$ cat config.mk
export PLATFORM = sky130hd
export DESIGN_NAME = branch_predict_unit
export DESIGN_NICKNAME = d
export VERILOG_FILES = /design/src/rtl/bp_pkg.sv /design/src/rtl/bp_btb.sv /design/src/rtl/branch_predict_unit.sv
export SDC_FILE = /design/constraint.sdc
export NUM_CORES = 1
export LEC_CHECK = 0
export CORE_MARGIN = 8
export CORE_UTILIZATION = 45
export CTS_BUF_LIST = sky130_fd_sc_hd__clkbuf_2 sky130_fd_sc_hd__clkbuf_4 sky130_fd_sc_hd__clkbuf_8
export DETAILED_ROUTE_END_ITERATION = 7
export PLACE_DENSITY = 0.59
export SLEW_MARGIN = 20
export SYNTH_ARGS = -nofsm -noshare
export SYNTH_HDL_FRONTEND = slang
export SYNTH_SLANG_ARGS = --single-unit
$ cat constraint.sdc
create_clock -name clk -period 7 [get_ports clk]
set_input_delay 0.7 -clock clk [delete_from_list [all_inputs] [get_ports clk]]
set_output_delay 0.7 -clock clk [all_outputs]
set_load 0.05 [all_outputs]
$ cat src/rtl/bp_pkg.sv
// bp_pkg: shared predictor mode constants, 2-bit counter encoding and its saturating update.
package bp_pkg;
   localparam int BP_STATIC  = 0;
   localparam int BP_BIMODAL = 1;
   localparam int BP_GSHARE  = 2;
   typedef enum logic [1:0] {SNT = 2'b00, WNT = 2'b01, WT = 2'b10, ST = 2'b11} sat2_t;
   function automatic sat2_t sat2_update(input sat2_t cnt, input logic taken);
      return taken ? (cnt == ST ? ST : sat2_t'(cnt + 2'd1)) : (cnt == SNT ? SNT : sat2_t'(cnt - 2'd1));
   endfunction
endpackage

$ cat src/rtl/bp_btb.sv
// bp_btb: direct-mapped branch target buffer, combinational lookup and one write port.
module bp_btb #(
   parameter int IDX_W = 4,
   parameter int TAG_W = 26
) (
   input  logic             clk,
   input  logic             reset,
   input  logic [IDX_W-1:0] rdIdx,
   input  logic [TAG_W-1:0] rdTag,
   output logic             rdHit,
   output logic [31:0]      rdTarget,
   input  logic             wrEn,
   input  logic [IDX_W-1:0] wrIdx,
   input  logic [TAG_W-1:0] wrTag,
   input  logic [31:0]      wrTarget
);
   localparam int N = 2**IDX_W;
   logic [N-1:0]     valid;
   logic [TAG_W-1:0] tags    [N];
   logic [31:0]      targets [N];
   // only valid bits need clearing; tag and target are don't-care while invalid
   always_ff @(posedge clk) begin
      if (reset) valid <= '0;
      else if (wrEn) begin
         valid[wrIdx]   <= 1'b1;
         tags[wrIdx]    <= wrTag;
         targets[wrIdx] <= wrTarget;
      end
   end
   assign rdHit    = valid[rdIdx] & (tags[rdIdx] == rdTag);
   assign rdTarget = rdHit ? targets[rdIdx] : '0;
endmodule

$ cat src/rtl/branch_predict_unit.sv
// branch_predict_unit: static/bimodal/gshare predictor with BTB and windowed branch statistics.
module branch_predict_unit
   import bp_pkg::*;
#(
   parameter int PRED_MODE = 1,
   parameter int IDX_W     = 6,
   parameter int BTB_IDX_W = 4,
   parameter int GHR_W     = 4,
   parameter int CNT_W     = 32
) (
   input  logic             clk,
   input  logic             reset,
   input  logic [31:0]      iLookupPC,
   output logic             oPredTaken,
   output logic [31:0]      oPredTarget,
   output logic [IDX_W-1:0] oPredIndex,
   input  logic             iUpdValid,
   input  logic [31:0]      iUpdPC,
   input  logic [IDX_W-1:0] iUpdIndex,
   input  logic             iUpdTaken,
   input  logic [31:0]      iUpdTarget,
   input  logic             iUpdPredTaken,
   input  logic [31:0]      iUpdPredTarget,
   output logic             oMispredict,
   input  logic             iCountEn,
   output logic [CNT_W-1:0] oBranchCount,
   output logic [CNT_W-1:0] oMissCount
);
   localparam int TAG_W = 30 - BTB_IDX_W;
   localparam bit PREDICT = PRED_MODE != BP_STATIC;
   sat2_t            pht [2**IDX_W];
   logic [GHR_W-1:0] ghr;
   logic             btbHit;
   logic             tblWr;
   logic [1:0]       unusedBits;
   assign unusedBits = iLookupPC[1:0] ^ iUpdPC[1:0];
   assign oPredIndex = !PREDICT ? '0
                     : PRED_MODE == BP_GSHARE ? iLookupPC[IDX_W+1:2] ^ IDX_W'(ghr)
                     : iLookupPC[IDX_W+1:2];
   assign tblWr = iUpdValid & PREDICT;
   bp_btb #(.IDX_W(BTB_IDX_W), .TAG_W(TAG_W)) uBtb (
      .clk      (clk),
      .reset    (reset),
      .rdIdx    (iLookupPC[BTB_IDX_W+1:2]),
      .rdTag    (iLookupPC[31:BTB_IDX_W+2]),
      .rdHit    (btbHit),
      .rdTarget (oPredTarget),
      .wrEn     (tblWr & iUpdTaken),
      .wrIdx    (iUpdPC[BTB_IDX_W+1:2]),
      .wrTag    (iUpdPC[31:BTB_IDX_W+2]),
      .wrTarget (iUpdTarget)
   );
   assign oPredTaken  = PREDICT & btbHit & pht[oPredIndex][1];
   assign oMispredict = iUpdValid & ((iUpdTaken != iUpdPredTaken) | (iUpdTaken & (iUpdTarget != iUpdPredTarget)));
   // history is only committed at resolution, never speculatively at fetch
   always_ff @(posedge clk) begin
      if (reset) begin
         for (int i = 0; i < 2**IDX_W; i++) pht[i] <= WNT;
         ghr <= '0;
      end else if (tblWr) begin
         pht[iUpdIndex] <= sat2_update(pht[iUpdIndex], iUpdTaken);
         if (PRED_MODE == BP_GSHARE) ghr <= GHR_W'({ghr, iUpdTaken});
      end
   end
   always_ff @(posedge clk) begin
      if (reset) begin
         oBranchCount <= '0;
         oMissCount   <= '0;
      end else if (iCountEn) begin
         if (iUpdValid & ~&oBranchCount) oBranchCount <= oBranchCount + 1'b1;
         if (oMispredict & ~&oMissCount) oMissCount <= oMissCount + 1'b1;
      end
   end
endmodule

==> summary.md <==
| Metric | Value |
|---|---|
| Status | finished clean |
| Cell area after layout | 0.0548 sq mm |
| Clock tree root buffer cell | clkbuf_8 |
| Total GRT Usage | 21.2% |
| Ranking of synthesized cells by area | edfxtp_1 67%, mux4_2 13%, dfxtp_1 3.4% |
| Hold Crit Start | reset |
| H-tree Lvls | 4 |
| Worst-path cell chain | clkbuf_8 > buf_4 > buf_4 > a211oi_1 > a31oi_1 > xor2_1 > nor3_1 > and3_1 > clkdlybuf4s50_1 |
| Worst slack, placed | 1.56 ns |
| Post-Syn Area per Cell | 17.9 sq um |
| Reg2reg setup slack | ~3.4 ns |
| Placed Instances | 4,155 |
| R2R cell count | 8 |
| CP Data Arrival Time | 4.75 ns |
| Largest net degree at the start of global routing | 100 |
| Number of max-cap violations | 0 |
| Routed wl met2 | 61.3 mm |
| Iteration-0 DRC count of the detailed router | 2,261 |
| Post-CTS sizing | 0 |
| Die width | 339 microns |
| CTS buffer count | between 150 and 200 |
| R2R Path Start | pht[22][1]$_SDFFCE_PN0P_ |
| WL met1 | 51.7 mm |
| IO Pins | approximately 240 |
| Clock transition at path regs | 0.06 ns |
| Area delta synth->final | 16.6% |
| Rel. slew slack | 24.2% |
| Hold WC Path Type | in -> reg |
| Final Hold Viols | 0 |
| Worst Hold Path Cells | 2 |
| Layout Cells excl Fill | about 4,500 |
| Pins Over Slew Limit | 0 |
| FFs w/ async S/R, synth | 0% |
| Initial Util | a little under half |
| Most used DFF post-synth | edfxtp_1 |
| Share of Yosys cell area claimed by the top area cell type | between 60% and 70% |
| Routability Congestion | 0.861 |
| Mapped cell area | 0.0470 sq mm |
| Crit Reg-Reg Endpoint | pht[56][0]$_SDFFCE_PN1P_ |
| Hold endpoint | oMissCount[17]$_SDFFE_PP0P_ |
| RSZ-0062 raised after global routing | no |
| Final min period | ~5.4 ns |
| Worst-Skew Late Latency | approximately 0.85 ns |
| GRT overflow | 0 |
| Die Ht | 339 microns |
| Vias after detailed routing | around 26,000 |
| WL final | 124 mm |
| Routed wire per std cell | 27.8 microns |
| Ys Warns | 0 |
| Skew final | 0.0374 ns |
| Crit path max fanout | 59 |
| Critical Setup Path Class | in -> out |
| Dpl hpwl | 72.7 mm |
| Final setup fails | 0 |
| WL met3 | 9.01 mm |
| Pwr per Cell Area | ~250 mW/mm^2 |
| # clock sinks | 1,136 |
| Rows | between 100 and 150 |
| Final nets | 3,102 |
| Post-CTS Setup Inserts | 0 |
| Layout fillers | 8,241 |
| Maximum VDD drop | 0.189 mV |
| # port buffers | ~240 |
| Number of synthesized flops with an enable pin | 1,056 |
| Most used cell, CP | buf_4 |
| Core Area | 0.103 sq mm |
| Worst setup margin | around 1.6 ns |
| Critical Path End Type | output pin |
| Family with the most delay on the worst path | buffers and inverters |
| Mapped Cells | 2,632 |
| Share of cells above drive strength 1 | 23.7% |
| 1st-pass router iterations | 7 |
| Die area | 0.115 sq mm |
| Critical Path Slowest Stage Cell | clkdlybuf4s50_1 |
| Worst-margin pin slew | between 1 and 1.5 ns |
| Vias in the first global route | about 27,000 |
| Worst Path Buf+Inv | 4 |
| CP startpoint | iLookupPC[4] |
| Post-Route Setup TNS | 0 ns |
| Yosys top cell by area | edfxtp_1 |
| WP data required | 6.30 ns |
| CTS tree | built |
| Post-DP Area | 0.0512 sq mm |
| Initial antenna violation count | 15 |
| Routed vias/inst | 5.87 |
| # hold bufs at CTS | 0 |
| Power Total | 13,900 uW |
| Remaining antenna violation count | 0 |
| Leak Pwr | 0.0174 uW |
| DRC Markers | 0 |
| CP startpoint kind | input pin |
| Reg area | 0.0333 sq mm |
| FMAX | 184 MHz |
| Post-synthesis sequential area ratio | around 71% |
| Critical path's largest stage delay | 0.85 ns |
| CTS max path bufs | 3 |
| Syn nets | 2,774 |
| Multi-input gate area | 0.0127 sq mm |
| Fin crit share | between 70% and 80% |
| First-pass GRT wire length | approximately 180 mm |
| #FFs+latches synth | about 1,100 |
| DR top layer | met5 |
| Synth cell types | 71 |
## layout make-up
class	instances	share of cell area, %
inverter	32	0.224
antenna	12	0.0548
multi-input combinational	1297	23.2
sequential	1136	60.8
timing repair buffer	310	6.12
clock buffer	266	5.80
tap	1380	3.15
clock inverter	44	0.619
## through the flow
step	utilization, %	hold slack (ns)
after floorplan	-	0.449
after global placement	49.5	0.455
after detailed placement	49.5	0.462
after CTS	52.9	0.265
after global routing	52.9	0.325
final	52.9	0.340
## state kept, by name (all words and copies together), names as in the netlist
register,cells
uBtb.valid,16
uBtb.tags,416
oMissCount,32
pht,128
uBtb.targets,512
oBranchCount,32
## worst reg2reg max path: stages (launching register included)
cell      delay [ns]
edfxtp_1        0.43
mux2_2          0.29
a221o_1         0.30
a22oi_1         0.30
o22ai_1         0.16
nor3_1          0.28
maj3_2          0.97
buf_4           0.41
nand3_1         0.12
## placed cells by master (no fill, tap or decap), types with 24 or more instances in the layout
master	n
edfxtp_1	1056
nand2_1	108
buf_4	63
xor2_1	40
clkdlybuf4s50_1	201
nand2b_1	32
clkbuf_4	77
clkbuf_8	190
a21oi_1	29
nand3_1	85
inv_1	31
nor2_1	126
mux4_2	265
dfxtp_1	80
nand4_1	34
o22ai_1	27
mux2i_1	62
nor3_1	59
xnor2_1	59
and3_1	44
a22oi_1	24
o21ai_0	30
buf_12	41
## worst max-delay path by stage
stage / endpoint / cells past startpoint / slack (ns)
floorplan: uBtb.tags[3][0]$_DFFE_PP_ / 5 / 2.28
global placement: oMispredict / 9 / 1.55
detailed placement: oPredTaken / 10 / 1.56
CTS: oPredTaken / 12 / 1.53
global route: oPredTaken / 12 / 1.39
finish: oPredTaken / 9 / 1.55
## synthesized netlist by cell type (all sizes together) (13+ instances only)
library cell     n
buf             94
dfxtp           80
or2             21
a221oi          30
xnor2           59
mux2i           62
nand2b          32
a22oi           24
or3             13
nor2           142
nor4            17
mux2            18
nand2          108
nand4           34
a31oi           13
nor3            59
mux4           270
nand3           85
clkbuf          73
nor2b           23
inv             32
and3            44
a21oi           29
a21o            15
edfxtp        1056
xor2            40
o22ai           27
o21ai           36
## metal layers
layer,vias up,GRT usage [%]
met5,-,0
met4,6,6.06
met3,190,4.98
met2,950,34.8
met1,13800,28.3
li1,11300,-
## cells by family (layout without fill, tap and decap cells)
kind of cell | Yosys count | after routing | synth area share, %
compound gates | 222 | 222 | 3.33
xor+xnor | 99 | 99 | 1.85
fa+ha+maj | 4 | 4 | 0.0985
buf+inv | 199 | 652 | 2.30
flops | 1136 | 1136 | 70.9
mux | 350 | 350 | 14.7
other cells | 0 | 12 | 0
simple gates | 622 | 622 | 6.78
## where the power goes
part	switching [uW]	internal [uW]	total [uW]	leakage [uW]
sequential	21.0	7480	7500	0.0101
combinational	532	354	886	0.00540
clock	2530	3010	5540	0.00187
total	3090	10800	13900	0.0174
Power figures use the tool's default switching activity.
